### src/rtl/bcd_pkg.sv
// Shared types and constants for the sequential double-dabble BCD converter.
package bcd_pkg;

  typedef enum logic [1:0] {
    IDLE  = 2'd0,
    SHIFT = 2'd1,
    DONE  = 2'd2
  } state_t;

  localparam int         DIGIT_W    = 4;
  localparam logic [3:0] ADJ_THRESH = 4'd5;
  localparam logic [3:0] ADJ_ADD    = 4'd3;
  localparam logic [3:0] DIGIT_NINE = 4'h9;

endpackage

### src/rtl/bcd_seq_converter_if.sv
// Start/done handshake and result bus between a requester and bcd_seq_converter.
interface bcd_seq_converter_if #(
  parameter int BIN_W  = 32,
  parameter int DIGITS = 8
);
  logic                  start;
  logic [BIN_W-1:0]      bin;
  logic                  busy;
  logic                  done;
  logic [4*DIGITS-1:0]   bcd;
  logic                  overflow;

  modport master (output start, bin, input busy, done, bcd, overflow);
  modport slave  (input start, bin, output busy, done, bcd, overflow);
endinterface

### src/rtl/bcd_digit_adj.sv
// Double-dabble digit correction: adds 3 to a BCD digit that is 5 or more.
module bcd_digit_adj
  import bcd_pkg::*;
(
  input  logic [DIGIT_W-1:0] digit_in,
  output logic [DIGIT_W-1:0] digit_out
);

  assign digit_out = (digit_in >= ADJ_THRESH) ? digit_in + ADJ_ADD : digit_in;

endmodule

### src/rtl/bcd_seq_converter.sv
// Sequential binary-to-BCD converter, one input bit per clock, held result.
// Build option: define BCD_SATURATE_EN to force all-nines bcd on overflow.
//
// state | meaning
// IDLE  | waiting for start; bcd/overflow hold the last result
// SHIFT | one adjust+shift per cycle, BIN_W cycles
// DONE  | result published, done pulse
module bcd_seq_converter
  import bcd_pkg::*;
#(
  parameter int BIN_W  = 32,
  parameter int DIGITS = 8
) (
  input  logic                clk,
  input  logic                reset_n,
  bcd_seq_converter_if.slave  bus
);

  localparam int             BCD_W    = DIGIT_W * DIGITS;
  localparam int             CNT_W    = $clog2(BIN_W + 1);
  localparam logic [CNT_W-1:0] CNT_LOAD = CNT_W'(BIN_W);
  localparam logic [CNT_W-1:0] CNT_ONE  = CNT_W'(1);

  state_t             state, state_nxt;
  logic [CNT_W-1:0]   cnt;
  logic [BIN_W-1:0]   bin_sr;
  logic [BCD_W-1:0]   scratch, scratch_adj, scratch_nxt, result;
  logic [BCD_W-1:0]   bcd_q;
  logic               ovf_sticky, ovf_nxt, ovf_q;
  logic               last_bit;

  for (genvar g = 0; g < DIGITS; g++) begin : g_adj
    bcd_digit_adj u_adj (
      .digit_in  (scratch[g*DIGIT_W +: DIGIT_W]),
      .digit_out (scratch_adj[g*DIGIT_W +: DIGIT_W])
    );
  end

  // Scratch and binary register shift as one vector; the scratch MSB falls into the sticky flag.
  assign scratch_nxt = {scratch_adj[BCD_W-2:0], bin_sr[BIN_W-1]};
  assign ovf_nxt     = ovf_sticky | scratch_adj[BCD_W-1];
  assign last_bit    = (cnt == CNT_ONE);

`ifdef BCD_SATURATE_EN
  assign result = ovf_nxt ? {DIGITS{DIGIT_NINE}} : scratch_nxt;
`else
  assign result = scratch_nxt;
`endif

  always_ff @(posedge clk or negedge reset_n) begin
    if (!reset_n) state <= IDLE;
    else          state <= state_nxt;
  end

  always_comb begin
    state_nxt = state;
    case (state)
      IDLE:    if (bus.start) state_nxt = SHIFT;
      SHIFT:   if (last_bit)  state_nxt = DONE;
      DONE:    state_nxt = IDLE;
      default: state_nxt = IDLE;
    endcase
  end

  always_comb begin
    bus.busy     = (state == SHIFT);
    bus.done     = (state == DONE);
    bus.bcd      = bcd_q;
    bus.overflow = ovf_q;
  end

  always_ff @(posedge clk or negedge reset_n) begin
    if (!reset_n) begin
      cnt        <= '0;
      bin_sr     <= '0;
      scratch    <= '0;
      ovf_sticky <= 1'b0;
      bcd_q      <= '0;
      ovf_q      <= 1'b0;
    end else begin
      case (state)
        IDLE: begin
          if (bus.start) begin
            bin_sr     <= bus.bin;
            scratch    <= '0;
            ovf_sticky <= 1'b0;
            cnt        <= CNT_LOAD;
          end
        end
        SHIFT: begin
          scratch    <= scratch_nxt;
          bin_sr     <= {bin_sr[BIN_W-2:0], 1'b0};
          ovf_sticky <= ovf_nxt;
          cnt        <= cnt - CNT_ONE;
          // Result registers only move on the final shift, so bcd never shows a partial value.
          if (last_bit) begin
            bcd_q <= result;
            ovf_q <= ovf_nxt;
          end
        end
        default: ;
      endcase
    end
  end

endmodule
### src/flat_wrapper.sv
// flat-port wrapper written by rule: the top's interface ports become plain ports
module bcd_seq_converter_flat import bcd_pkg::*;
#(
  parameter int BIN_W  = 32,
  parameter int DIGITS = 8
)
  (clk, reset_n, bus_start, bus_bin, bus_busy, bus_done, bus_bcd, bus_overflow);
  bcd_seq_converter_if #(.BIN_W(BIN_W), .DIGITS(DIGITS)) bus_i ();
  input  logic clk;
  input  logic reset_n;
  input wire logic [$bits(bus_i.start)-1:0] bus_start;
  input wire logic [$bits(bus_i.bin)-1:0] bus_bin;
  output wire logic [$bits(bus_i.busy)-1:0] bus_busy;
  output wire logic [$bits(bus_i.done)-1:0] bus_done;
  output wire logic [$bits(bus_i.bcd)-1:0] bus_bcd;
  output wire logic [$bits(bus_i.overflow)-1:0] bus_overflow;
  assign bus_i.start = bus_start;
  assign bus_i.bin = bus_bin;
  assign bus_busy = bus_i.busy;
  assign bus_done = bus_i.done;
  assign bus_bcd = bus_i.bcd;
  assign bus_overflow = bus_i.overflow;
  bcd_seq_converter #(.BIN_W(BIN_W), .DIGITS(DIGITS)) u_core (.clk(clk), .reset_n(reset_n), .bus(bus_i));
endmodule
### config.mk
export PLATFORM = sky130hd
export DESIGN_NAME = bcd_seq_converter_flat
export DESIGN_NICKNAME = d
export VERILOG_FILES = /design/src/rtl/bcd_pkg.sv /design/src/rtl/bcd_seq_converter_if.sv /design/src/rtl/bcd_digit_adj.sv /design/src/rtl/bcd_seq_converter.sv /design/src/flat_wrapper.sv
export SDC_FILE = /design/constraint.sdc
export NUM_CORES = 1
export LEC_CHECK = 0
export BUFFER_PORTS_ARGS = -buffer_cell sky130_fd_sc_hd__buf_2
export CAP_MARGIN = 20
export CORE_AREA = 4 4 134 136
export DETAILED_ROUTE_END_ITERATION = 7
export DIE_AREA = 0 0 138 140
export GPL_TIMING_DRIVEN = 0
export PLACE_DENSITY = 0.47
export SKIP_CTS_REPAIR_TIMING = 1
export SYNTH_ARGS = -nofsm -noshare
export SYNTH_HDL_FRONTEND = slang
export SYNTH_SLANG_ARGS = --single-unit
export TNS_END_PERCENT = 30
### constraint.sdc
create_clock -name clk -period 4.3 [get_ports clk]
set_input_delay 0.86 -clock clk [delete_from_list [all_inputs] [get_ports clk]]
set_output_delay 0.86 -clock clk [all_outputs]
set_load 0.05 [all_outputs]
==> results of run 1 <==
## layout by cell type, fill, tap and decap left out, drive strengths merged, types with 2 or more instances in the layout
cell type and n:
a22o 9, clkbuf 30, o21ai 83, dfrtp 106
nor3b 16, or3 2, buf 80, clkinv 2
xnor2 9, nor3 9, nand3 9, mux2 16
a21oi 33, a22oi 30, ha 18, nand2b 11
nor2b 2, nand2 80, nor2 11, inv 22
## kinds of logic after synthesis
kind of cell | share of synthesized area [%]
compound gates | 18.2
buf+inv | 4.62
mux | 3.82
fa+ha+maj | 4.52
flops | 53.3
simple gates | 13.9
xor+xnor | 1.58
## routing by layer
layer / wire length (um) / track usage [%] / vias up / share of wire [%]
li1: - / - / 1918 / -
met1: 5940 / 18.1 / 1836 / 47
met2: 5820 / 21.7 / 82 / 46
met5: 20 / 0 / - / 0.16
met4: 112 / 3.12 / 2 / 0.89
met3: 734 / 4.57 / 10 / 5.8
## worst max-delay path, cell delays in order, from the launching register on
cell	delay [ns]
dfrtp_1	0.47
nand2b_1	0.25
inv_1	0.09
clkbuf_1	0.50
buf_2	0.39
## registers in the layout, indices dropped and copies added, names as in the netlist
register	cells
u_core.ovf_sticky	1
u_core.bus.overflow	1
u_core.scratch	32
u_core.bus.bcd	32
u_core.bin_sr	32
u_core.state	2
u_core.cnt	6
## synth_stat cells, drive strengths merged
master / number / area, um2
a22o: 9 / 78.8
a22oi: 30 / 225
or4: 1 / 7.51
clkbuf: 18 / 67.6
dfrtp: 106 / 2650
nor2b: 2 / 12.5
or3b: 1 / 8.76
a221o: 1 / 10.0
nand3b: 1 / 7.51
mux2: 16 / 180
nor2: 11 / 41.3
o21ai: 83 / 415
nor3: 9 / 50.1
nor4: 1 / 6.26
nand2: 80 / 300
nor4b: 1 / 8.76
o21bai: 1 / 7.51
nor3b: 16 / 120
nand3: 9 / 45.0
a21oi: 33 / 165
nand2b: 11 / 68.8
or3: 2 / 17.5
a31oi: 1 / 6.26
mux2i: 1 / 10.0
ha: 18 / 225
buf: 10 / 72.6
inv: 22 / 90.1
xnor2: 9 / 78.8
## per-stage QoR
step	area, um2	hold slack (ns)	utilization (%)	instances
after floorplan	4980	0.449	-	503
after global placement	5610	0.464	33.1	797
after detailed placement	5640	0.470	33.3	798
after CTS	5920	0.486	35.0	813
after global routing	5920	0.502	35.0	813
final	5920	0.477	35.0	813
## worst max-delay path by stage
stage                    startpoint                  to  slack (ns)  depth (start not counted)
floorplan           u_core.state[0]            bus_done        2.05                          3
global placement            reset_n   u_core.bin_sr[18]        1.07                          1
detailed placement        bus_start  u_core.scratch[12]        1.54                          6
CTS                 u_core.state[1]            bus_busy        1.36                          4
global route        u_core.state[1]            bus_busy        1.26                          4
finish              u_core.state[1]            bus_busy        1.40                          4
## power by group through the flow
stage | logic, W | registers [W] | clock network, W
2_1_floorplan | 0.00117 | 0.00213 | 0
3_3_place_gp | 0.00209 | 0.00174 | 0
3_5_place_dp | 0.00215 | 0.00175 | 0
4_1_cts | 0.00216 | 0.00174 | 0.000851
5_1_grt | 0.00238 | 0.00180 | 0.000885
6_report | 0.00213 | 0.00173 | 0.000811
## cell type report
type	instances	area share, %
clock buffer	12	4.16
multi-input combinational	347	35.4
buffer	28	2.37
sequential	106	44.8
timing repair buffer	70	6.34
inverter	22	1.52
clock inverter	3	0.676
tap	225	4.75
==> reports/results.tsv, run 1 <==
stage	metric	value	unit
global_route	initial antenna violation count	1	
place	DP Worst Slack	1.54	ns
sta	Final setup viols	0	
setup_path	flop2flop setup slack	1.98	ns
sta	Tmin final	2.90	ns
clocking	Max clock buf depth	2	
pwr	VDD IR max	267	uV
flow_run	maxcap violations	0	
clocking	worst skew pair latency	0.35	ns
final_layout	nets@finish	637	
drt	via count	3848	
global_route	first-pass GRT wire length	21200	um
synthesis	syn_nets	556	
outcome	status	finished clean	
sta	max_slew headroom	42.0	%
floorplan	FP Rows	48	
pwr	Clk pwr share	17.4	%
final_layout	area of the multi-input gates	2100	um2
global_route	gr usage total	13.6	%
place	GPL Wtd Cong	0.797	
final_layout	Fillers	1798	
hold_path	Worst Hold Class	reg -> reg	
global_route	largest net degree at the start of global routing	63	
clocking	CTS tree	done	
global_route	vias in the first global route	4049	
floorplan	floorplan die width	138	um
floorplan	Chip Height	140	um
drt	Detail Route Antenna Nets	0	
floorplan	Starting Density	29.4	%
sta	Worst Max-Slew Pin Slew	0.870	ns
clocking	Sinks on Clock Net	106	
sta	Setup Skew	0.00911	ns
synthesis	Mapped Avg Cell Area	9.90	um2
final_layout	fraction of layout cells with a size suffix above 1	18.5	%
hold_path	hold depth	2	
setup_path	kind of start point of the critical path	flip-flop	
drt	drt initial violations	180	
pwr	Int Power	0.00262	W
setup_path	CP required	3.44	ns
synthesis	post-synthesis sequential area ratio	53.3	%
pwr	power share of the combinational group	45.5	%
synthesis	Ys Warns	0	
clocking	Num CTS Buffers	9	
floorplan	I/O pin count	70	
setup_path	Crit Path Category	reg -> out	
clocking	clock-pin slew on the worst setup and hold paths	0.07	ns
place	port bufs	69	
sta	FMAX	0.345	GHz
sta	worst setup margin	1.40	ns
final_layout	synth-to-layout area growth	18.9	%
setup_path	reg2reg start	u_core.state[0]	
hold_path	hold_sp	u_core.bus.bcd[12]	
floorplan	Die Area	19300	um2
drt	WL per Instance	15.5	um
final_layout	Register Area	2650	um2
setup_path	crit path capture type	primary output	
sta	Hold Vio Cnt, Final	0	
drt	1st-pass router iterations	4	
pwr	pwr/cell area	788	nW/um2
setup_path	Worst EP arrival	2.04	ns
sta	RSZ-0062 raised after global routing	no	
sta	period utilisation layout	67.3	%
synthesis	Netlist cell types	35	
hold_path	Min-Delay Endpoint	u_core.bus.bcd[12]	
setup_path	largest fanout on the critical path	10	
clocking	CTS H-tree lvls	3	
setup_path	Reg2Reg Depth	6	
synthesis	Mapped Cells	503	
synthesis	Yosys reg bits	106	
sta	final setup TNS	0	ns
drt	drt total wl	12600	um
final_layout	ant diodes	0	
pwr	Leak	2.65	nW
floorplan	core box area	16900	um2
drt	DRC viols	0	
pwr	sequential share of power	37.1	%
synthesis	Post-Syn Area	4980	um2
pwr	P_sw	0.00205	W
drt	Via density	4.73	
pwr	Tot Pwr	0.00467	W
setup_path	r2r endpoint	u_core.scratch[20]	
sta	pins over their slew limit	0	
place	post-detail-place hpwl	8860	um
global_route	GRT overflow	0	
pwr	sw frac	43.9	%
clocking	Root Driver	clkbuf_16	
Power figures use the tool's default switching activity.
==> inputs of run 2 (changes only) <==
Settings changed: ABC_AREA set to 1, CORE_AREA 4 4 134 136 to 4 4 136 138, DIE_AREA 0 0 138 140 to 0 0 140 142, PLACE_DENSITY 0.47 to 0.48.
Clock period 4.3 ns to 2.5 ns, I/O delays scaled along.
==> run 2 against run 1 <==
Compared with the run above: core utilization rose by 0.26 points; worst hold slack got worse by 0.26 ns; sequential power increased by 69%; via count increased by 11%; power grew 78%; first-iteration DRC count is 12% higher; register-to-register slack got worse by 1.1 ns; cell area is 2.2% higher; critical endpoint unchanged; flip-flop and latch count did not move.
==> reports/results.tsv, run 2 <==
stage	metric	value	unit
setup_path	Crit path largest cell delay	0.38	ns
synthesis	ys flop type	dfrtp_1	
pwr	VDD IR max	545	uV
clocking	Root Driver	clkbuf_16	
setup_path	crit path capture type	primary output	
sta	Hold Vio Cnt, Final	0	
place	DP Worst Slack	0.743	ns
synthesis	Post-synth ARST share	100	%
setup_path	Worst EP arrival	1.59	ns
sta	worst setup margin	0.405	ns
clocking	Num CTS Buffers	9	
global_route	initial antenna violation count	0	
global_route	gr usage total	13.1	%
floorplan	I/O pin count	70	
sta	Hold Slack	0.217	ns
global_route	largest net degree at the start of global routing	58	
floorplan	floorplan die width	140	um
sta	Setup Skew	0.00944	ns
global_route	first-pass GRT wire length	21200	um
drt	Via density	4.65	
clocking	worst skew pair latency	0.35	ns
synthesis	Ys Warns	0	
final_layout	synth-to-layout area growth	18.9	%
setup_path	reg2reg start	u_core.scratch[24]	
setup_path	Critical Path End	bus_busy	
sta	pins over their slew limit	0	
setup_path	Levels on crit path	5	
synthesis	Netlist cell types	26	
drt	WL per Instance	13.7	um
setup_path	CP Cell Sequence	inv_2 -> nand2_2 -> clkinv_2 -> buf_2 -> buf_2	
sta	FMAX	0.477	GHz
clocking	Max clock buf depth	2	
outcome	status	finished clean	
setup_path	Crit. Startpoint	u_core.state[1]	
floorplan	FP Rows	48	
sta	Tmin final	2.09	ns
synthesis	Post-Syn Area	5090	um2
sta	Final setup viols	0	
final_layout	Fillers	1821	
final_layout	Cell Count, Final, Fillers Out	914	
sta	Worst Max-Slew Pin Slew	0.762	ns
floorplan	core box area	17200	um2
drt	drt initial violations	202	
synthesis	Yosys reg bits	106	
pwr	sequential share of power	35.1	%
sta	period utilisation layout	83.8	%
setup_path	Crit Path Category	reg -> out	
setup_path	flop2flop setup slack	0.90	ns
clocking	clock-pin slew on the worst setup and hold paths	0.07	ns
setup_path	largest fanout on the critical path	10	
synthesis	post-synthesis sequential area ratio	52.1	%
sta	RSZ-0062 raised after global routing	no	
setup_path	Max stage delay cell, worst path	dfrtp_1	
setup_path	CP most frequent cell	buf_2	
final_layout	fraction of layout cells with a size suffix above 1	17.0	%
pwr	sw frac	46.5	%
setup_path	r2r endpoint	u_core.scratch[26]	
floorplan	Chip Height	142	um
final_layout	most frequent cells in the layout	nand2_1 (202), dfrtp_1 (106), buf_2 (86)	
final_layout	most common cell after layout, fill and taps aside	nand2_1	
pwr	pwr/cell area	1370	nW/um2
pwr	Int Power	0.00445	W
pwr	Clk pwr share	17.6	%
global_route	GRT overflow	0	
drt	1st-pass router iterations	4	
setup_path	kind of start point of the critical path	flip-flop	
place	Placed Cells	898	
place	port bufs	69	
synthesis	most common cell in the netlist	nand2_1	
floorplan	Starting Density	29.6	%
synthesis	Area contributors post-synth	dfrtp_1 (52%), nand2_1 (15%), nand3_1 (6.9%)	
final_layout	ant diodes	0	
pwr	power share of the combinational group	47.3	%
sta	final setup TNS	0	ns
synthesis	syn_nets	656	
setup_path	CP bufs+invs	4	
setup_path	Reg2Reg Depth	8	
synthesis	largest area contributor in the netlist	dfrtp_1	
clocking	CTS H-tree lvls	3	
synthesis	EDFF count, synth	0	
flow_run	maxcap violations	0	
place	post-detail-place hpwl	8930	um
place	GPL Wtd Cong	0.791	
drt	drt total wl	12500	um
pwr	Leak	3.08	nW
clocking	CTS tree	done	
pwr	P_sw	0.00386	W
synthesis	top cells by count, synth	nand2_1 (202), dfrtp_1 (106), inv_1 (70), nand3_1 (70), o21ai_0 (29)	
synthesis	Mapped Avg Cell Area	8.44	um2
drt	Detail Route Antenna Nets	0	
floorplan	Die Area	19900	um2
synthesis	Mapped Cells	603	
global_route	vias in the first global route	4407	
drt	via count	4253	
drt	DRC viols	0	
pwr	Tot Pwr	0.00832	W
hold_path	Worst Hold Class	in -> async	
sta	max_slew headroom	49.2	%
setup_path	CP required	2.00	ns
setup_path	CP top delay family	buffers and inverters	
final_layout	nets@finish	737	
synthesis	Yosys top cell area share	52.1	%
clocking	Sinks on Clock Net	106	
-- run 2: layout make-up --
| class | count | area [um2] | area share (%) |
|---|---|---|---|
| clock inverter | 5 | 62.6 | 1.03 |
| timing repair buffer | 70 | 375 | 6.20 |
| sequential | 106 | 2650 | 43.8 |
| buffer | 22 | 120 | 1.98 |
| multi-input combinational | 400 | 2030 | 33.6 |
| tap | 225 | 282 | 4.65 |
| inverter | 75 | 283 | 4.67 |
| clock buffer | 11 | 243 | 4.01 |
-- run 2: how the worst min path moves through the flow --
stage / from / to / cells past startpoint
floorplan: reset_n / u_core.bin_sr[0] / 0
global placement: u_core.bus.bcd[13] / u_core.bus.bcd[13] / 2
detailed placement: u_core.bus.bcd[10] / u_core.bus.bcd[10] / 2
CTS: reset_n / u_core.bus.bcd[23] / 1
global route: reset_n / u_core.bus.bcd[9] / 1
finish: reset_n / u_core.scratch[11] / 1
-- run 2: cell families after synthesis --
kind of cell,count (synthesis),share of synthesized area (%)
fa+ha+maj,18,4.42
simple gates,294,24.2
buf+inv,97,7.92
compound gates,88,11.3
flops,106,52.1
-- run 2: layer usage --
layer / global-route usage, % / up-vias / wire length [um]
li1: - / 2150 / -
met1: 17.0 / 1989 / 5860
met2: 21.9 / 100 / 5950
met3: 3.06 / 14 / 592
met4: 4.18 / 0 / 142
met5: 0 / - / 0
-- run 2: metrics by stage --
step / cell area (um2) / util, %
finish: 6050 / 35.2
global placement: 5720 / 33.3
detailed placement: 5750 / 33.5
floorplan: 5090 / -
global route: 6050 / 35.2
CTS: 6050 / 35.2
-- run 2: power groups by stage --
stage	Clock [W]	Combinational (W)	Sequential, W
after detailed placement	0	0.00394	0.00296
after floorplan	0	0.00228	0.00361
final	0.00146	0.00393	0.00292
after CTS	0.00152	0.00396	0.00293
after global placement	0	0.00384	0.00294
after global routing	0.00157	0.00444	0.00303
